[config.mk]
export PLATFORM = sky130hd
export DESIGN_NAME = bcd_counter_ctrl
export DESIGN_NICKNAME = d
export VERILOG_FILES = /design/src/rtl/bcd_counter_ctrl.sv
export SDC_FILE = /design/constraint.sdc
export NUM_CORES = 1
export LEC_CHECK = 0
export ABC_AREA = 1
export CAP_MARGIN = 25
export CORE_ASPECT_RATIO = 1.25
export CORE_MARGIN = 2
export CORE_UTILIZATION = 49
export DETAILED_ROUTE_END_ITERATION = 10
export GPL_TIMING_DRIVEN = 0
export PLACE_DENSITY = 0.85
export SLEW_MARGIN = 20
export SYNTH_ARGS = -nofsm -noshare
export SYNTH_HDL_FRONTEND = slang
export SYNTH_SLANG_ARGS = --single-unit
[constraint.sdc]
create_clock -name clk -period 2 [get_ports clk]
set_input_delay 0.3 -clock clk [delete_from_list [all_inputs] [get_ports clk]]
set_output_delay 0.3 -clock clk [all_outputs]
set_load 0.005 [all_outputs]
[src/rtl/bcd_counter_ctrl.sv]
// Run controller for a 4-digit BCD counter: converts start/stop/clear/lap pulses
// into a prescaled count enable, counter reset, lap capture and terminal stop.
module bcd_counter_ctrl #(
    parameter int DIV   = 50000,
    parameter int DIV_W = 16
) (
    input  logic        clk,
    input  logic        rst,
    input  logic        start,
    input  logic        stop,
    input  logic        clear,
    input  logic        lap,
    input  logic [15:0] limit,
    input  logic [3:0]  bcd1,
    input  logic [3:0]  bcd2,
    input  logic [3:0]  bcd3,
    input  logic [3:0]  bcd4,
    output logic        cnt_en,
    output logic        cnt_rst,
    output logic [15:0] lap_bcd,
    output logic        lap_valid,
    output logic        running,
    output logic        done
);

    typedef enum logic [1:0] {IDLE, RUN, PAUSE, DONE} state_t;

    localparam logic [DIV_W-1:0] PRESC_LAST = DIV_W'(DIV - 1);

    state_t           state;
    logic [DIV_W-1:0] presc;
    logic [15:0]      digits;
    logic             limit_is_bcd;
    logic             match;

    assign digits = {bcd4, bcd3, bcd2, bcd1};

    // A limit with any digit above 9 can never be reached by a BCD counter.
    assign limit_is_bcd = (limit[15:12] <= 4'd9) && (limit[11:8] <= 4'd9) &&
                          (limit[7:4]   <= 4'd9) && (limit[3:0]  <= 4'd9);

    assign match = (state == RUN) && (limit != 16'h0000) && limit_is_bcd &&
                   (digits == limit);

    always_ff @(posedge clk) begin
        if (rst) begin
            state     <= IDLE;
            presc     <= '0;
            cnt_en    <= 1'b0;
            cnt_rst   <= 1'b1;
            lap_bcd   <= 16'h0000;
            lap_valid <= 1'b0;
            running   <= 1'b0;
            done      <= 1'b0;
        end else begin
            cnt_en  <= 1'b0;
            cnt_rst <= 1'b0;
            if (clear) begin
                state     <= IDLE;
                presc     <= '0;
                cnt_rst   <= 1'b1;
                lap_bcd   <= 16'h0000;
                lap_valid <= 1'b0;
                running   <= 1'b0;
                done      <= 1'b0;
            end else begin
                if (lap && (state == RUN || state == PAUSE)) begin
                    lap_bcd   <= digits;
                    lap_valid <= 1'b1;
                end
                case (state)
                    IDLE: begin
                        if (start && !stop) begin
                            state   <= RUN;
                            presc   <= '0;
                            running <= 1'b1;
                        end
                    end
                    RUN: begin
                        // stop and match both freeze the prescaler and drop any pending tick
                        if (stop) begin
                            state   <= PAUSE;
                            running <= 1'b0;
                        end else if (match) begin
                            state   <= DONE;
                            running <= 1'b0;
                            done    <= 1'b1;
                        end else if (presc == PRESC_LAST) begin
                            cnt_en <= 1'b1;
                            presc  <= '0;
                        end else begin
                            presc <= presc + DIV_W'(1);
                        end
                    end
                    PAUSE: begin
                        if (start && !stop) begin
                            state   <= RUN;
                            running <= 1'b1;
                        end
                    end
                    DONE: begin
                        state <= DONE;
                    end
                    default: begin
                        state   <= IDLE;
                        running <= 1'b0;
                        done    <= 1'b0;
                    end
                endcase
            end
        end
    end

endmodule
======== Word-level counts from Yosys, hierarchy flattened ========
Index checks and enable logic that the tools add are counted.
cells by class
  $add $sub $neg .......................... 1
  order comparisons ....................... 4
  equal/unequal tests ..................... 10
  multiplexer cells ....................... 15
  bitwise logic cells ..................... 2
  reduce and logical (&&, ||, !) cells .... 21
operators by type and width
  operator                                                                  count
  16-bit 2-to-1 mux                                                         4
  16-bit case mux with 2 select lines                                       1
  16-bit by 1-bit adder with 16-bit output (second input constant)          1
  16-bit equality test                                                      1
  16-bit equality test (second input constant)                              1
  4-bit <= comparator (second input constant)                               4
  16-bit nonzero test                                                       1
  1-bit logical AND                                                         8
  2-bit 2-to-1 mux                                                          3
  2-bit inequality test (second input constant)                             3
  2-bit case mux with 3 select lines                                        1
  3-bit AND reduction                                                       2
  1-bit 2-to-1 mux                                                          5
  5-bit OR reduction                                                        1
  2-bit equality test (second input constant)                               2
  4-bit AND reduction                                                       1
  2-bit nonzero test                                                        2
  2-bit OR reduction                                                        2
  3-bit inequality test (second input constant)                             1
  2-bit by 1-bit equality test with 1-bit output (second input constant)    1
  2-bit zero test                                                           1
  2-bit by 1-bit inequality test with 1-bit output (second input constant)  1
  1-bit inverter                                                            2
  1-bit case mux with 2 select lines                                        1
  3 further kinds                                                           3
storage, ports and cells
  register bits after elaboration ......... 39
  input bits .............................. 38

======== Longest topological paths before layout ========
  depth after elaboration ................. 9
  depth in mapped cells ................... 13

======== Worst setup path before layout ========
No wires, ideal clock.
  kind .................................... register to register
  from .................................... register state[1]
  to ...................................... register presc[7]
  setup time .............................. 130 ps
  arrival ................................. 1567 ps
  data required time ...................... 1870 ps
  path slack .............................. 303 ps
  stages on the path, launching flop included .. 13
  period minus slack after synthesis ...... 1697 ps
  path through ............................ dfxtp_1 inv_1 ha_1 nand2_1 nor2_1 nand2_1 nor2_1 nand2_1 o21a_1 buf_4 buf_4 nand2_1 a21oi_2
between the ends
  word-level cells in the longest chain between the ends .. 6
  elaborated cells between the ends (all ways) .. 11
  those cells by class .................... eq/ne: 4; mux: 1; reduce/logical: 6
RTL lines
  what                                            RTL line  source
  start: declaration                              30        state_t state;
  start signal: assignment                        47        state <= IDLE;
  start signal: assignment                        59        state <= IDLE;
  start signal: assignment                        74        state <= RUN;
  2-bit by 1-bit equality test with 1-bit output  42, 71
  1-bit logical AND (3 in series)                 42        assign match = (state == RUN) && (limit != 16'h0000) && limit_is_bcd &&
  2-bit inequality test (no source line)          n/a
  4-bit AND reduction (no source line)            n/a
  end signal: assignment                          92        presc <= presc + DIV_W'(1);
  end: declaration                                31        logic [DIV_W-1:0] presc;
Several ways; a longest one is shown, not always the timed one.
A chain may end at the register's enable or synchronous reset.

======== Worst setup path after layout ========
  from .................................... input port limit[9]
  to ...................................... register presc[11]
between the ends
  word-level cells in the longest chain between the ends .. 8
  elaborated cells between the ends (all ways) .. 11
  those cells by class .................... order compare: 1; eq/ne: 2; reduce/logical: 8
RTL lines
  what                                        RTL line  source
  start: declaration                          13        input logic [15:0] limit,
  4-bit <= comparator                         39        assign limit_is_bcd = (limit[15:12] <= 4'd9) && (limit[11:8] <= 4'd9) &&
  1-bit logical AND (2 in series)             39
  1-bit logical AND                           40        (limit[7:4] <= 4'd9) && (limit[3:0] <= 4'd9);
  1-bit logical AND                           42
  1-bit logical AND (*)                       42
  2-bit inequality test (no source line) (*)  n/a
  4-bit AND reduction (no source line) (*)    n/a
Every way passes the cells marked *; elsewhere a longest branch is shown, timed or not.

==> flow_metrics.py <==
metrics = {
    "worst_hold_path": {
        "min_from": "done",
        "hold_class": "reg2reg",
        "hold_path_end": "done",
        "hold_depth": 1,
    },
    "critical_path": {
        "r2r_cells": 12,
        "critPathRequiredTime_ns": 2.16,
        "path_class": "in2reg",
        "end_kind": "flip-flop",
        "max_stage_delay_ns": 0.47,
        "ff2ff_setup_slack_ns": 0.15,
        "start_kind": "input port",
        "cp_num_buf_inv": 3,
        "arrival_ns": 2.02,
        "crit_chain": "clkdlybuf4s50_1 > o21ai_0 > nand2_1 > nor2_1 > nand3_1 > o21a_1 > buf_4 > buf_4 > nand2_1 > a21oi_1",
        "crit_fanout": 10,
        "r2r-end": "presc[11]",
        "cp_slowest_cell": "clkdlybuf4s50_1",
        "rr_startpoint": "state[1]",
        "cp_top_family": "buffers and inverters",
    },
    "global_route": {
        "overflow": 0,
        "grt_max_degree": 13,
        "grt_pass1_vias": 2597,
        "grt_usage_pct": 25.77,
        "antenna_found_initial": 0,
        "grt_pass1_wl_um": 10720,
    },
    "power": {
        "peakVddDrop_mv": 0.5596,
        "p_leak_nw": 1.271,
        "power_density_nw_per_um2": 577.4,
    },
    "clock_network": {
        "clkSinkCount": 39,
        "cts_max_path_buffers": 2,
        "cts_max_level": 2,
        "path_clk_slew_ns": 0.08,
        "insertion_delay_ns": 0.29,
        "tritoncts": "done",
        "cts-root-buf": "clkbuf_8",
        "hold_buffers": 0,
        "cts_made_buffers": 5,
    },
    "sta": {
        "maxSlewHeadroom_pct": 63.05,
        "hold_ws_ns": 0.4752,
        "tightest_slew_ns": 0.5543,
        "max_freq_mhz": 536.2,
        "hold_viol": 0,
        "rsz0062_at_grt": "no",
        "fin_crit_sh_pct": 93.25,
        "fin_crit_ns": 1.865,
        "setup_viol": 0,
        "slew_viol_final": 0,
        "fin_worst_skew_ns": 0.006437,
    },
    "placed_design": {
        "dp_hpwl_um": 4998,
        "place.gp.congestion": 0.9292,
        "numPortBuffers": 58,
    },
    "layout": {
        "drive_gt1_share_pct": 4.185,
        "final_nets": 496,
        "final_common_cell": "nand2_1",
        "utilization_pct": 67.35,
        "diodes": 0,
        "area_growth_pct": 34.19,
        "layout_common_cells": "nand2_1, nor2_1, clkdlybuf4s50_1",
    },
    "drt": {
        "wl_per_cell_um": 12.52,
        "vias": 2621,
        "drt-initial-drc-count": 97,
        "wl_met2_um": 3477,
        "dr.pass1.iters": 4,
        "via_per_inst": 5.099,
        "routed.top_layer": "met4",
        "met3_length_um": 299,
        "wl_met1_um": 2502,
        "drc": 0,
        "drtAntennaViolNets": 0,
        "wirelength_um": 6434,
    },
    "floorplan": {
        "die-area_um2": 5344,
        "core_area_um2": 4659,
        "rows": 28,
        "start_util_pct": 50.19,
        "die_width_um": 65.79,
        "die_height_um": 81.24,
        "io_pins": 59,
    },
    "synthesis": {
        "synth_cell_types": 23,
        "yosysSeqAreaShare_pct": 33.39,
        "syn-num-nets": 431,
        "ys_warn_count": 0,
        "synth_area_um2": 2338,
        "avgSynthCellArea_um2": 6.027,
        "syn_inst": 388,
        "synth-seq-cells": 39,
    },
    "run_status": {
        "outcome": "finished clean",
    },
    "run": {
        "drv_cap": 0,
    },
}
==> synth_stat cells (all sizes together) <==
cell type	n	share of area, %
nand2	118	19
nor2	65	10
inv	52	8.3
dfxtp	39	33
a21oi	29	6.5
o21ai	24	5.1
nand3	23	4.9
clkbuf	7	1.1
nor3	6	1.3
xor2	6	2.2
ha	5	2.7
buf	3	1.3
nand4	2	0.53
nor4	2	0.53
o21a	2	0.64
nor3b	1	0.32
o21bai	1	0.32
o22ai	1	0.27
or2	1	0.37
xnor2	1	0.37
==> kinds of logic (layout without fill, tap and decap cells) <==
group                    after synthesis  count (layout)  synth area share (%)
AO/OA/AOI/OAI                         57              57                 12.90
AND/OR/NAND/NOR                      218             218                 37.67
buffers and inverters                 62             128                 10.75
XOR/XNOR                               7               7                 2.622
adder cells (fa/ha/maj)                5               5                 2.675
flip-flops                            39              39                 33.39
==> where the power goes <==
group          total, mW  leakage [nW]  internal (mW)  switching, mW
sequential         0.804         0.315          0.792         0.0115
clock              0.695        0.0612          0.404          0.291
combinational      0.313         0.894          0.151          0.162
==> sequential cells by signal, summed over array words and instances, names as in the netlist <==
signal     flops
done           1
cnt_rst        1
presc         16
lap_bcd       16
state          2
running        1
lap_valid      1
cnt_en         1
==> stage by stage <==
step / TNS (ns) / instances / worst slack (ns) / power [mW] / instance area (µm²)
after floorplan: 0 / 388 / 0.3028 / 0.9743 / 2338
after global placement: -1.358 / 506 / -0.1243 / 1.123 / 2994
after detailed placement: -1.931 / 506 / -0.1600 / 1.130 / 2994
after CTS: 0 / 514 / 0.02838 / 1.815 / 3112
after global routing: 0 / 514 / 0.0006892 / 1.883 / 3138
final: 0 / 514 / 0.1350 / 1.812 / 3138
==> how the worst max path moves through the flow <==
stage	end	cells after the start	start	slack, ns
2_1_floorplan	presc[7]	12	state[1]	0.30
3_3_place_gp	presc[7]	13	limit[11]	-0.12
3_5_place_dp	presc[7]	13	limit[11]	-0.16
4_1_cts	presc[10]	12	state[1]	0.03
5_1_grt	presc[11]	13	limit[13]	0.0007
6_report	presc[11]	10	limit[9]	0.13
==> final cells by class <==
cell class	count	area, µm²
Sequential cell	39	780.7
Clock inverter	2	35.03
Inverter	52	195.2
Tap cell	60	75.07
Timing Repair Buffer	58	583.1
Buffer	10	56.30
Clock buffer	6	82.58
Fill cell	431	1521
Multi-Input combinational cell	287	1330
==> repair_timing <==
item,CTS,global route
endpoints found under the setup margin,0,18
hold endpoints to repair,0,0
gates resized for setup,0,6
setup buffers,0,0
==> per-layer routing <==
layer  up-vias  global-route usage, %
li1       1341                      -
met1      1191                  23.94
met2        75                  51.41
met3        14                  5.817
met4         0                  12.50
met5         -                      0
(Power assumes the default switching activity.)
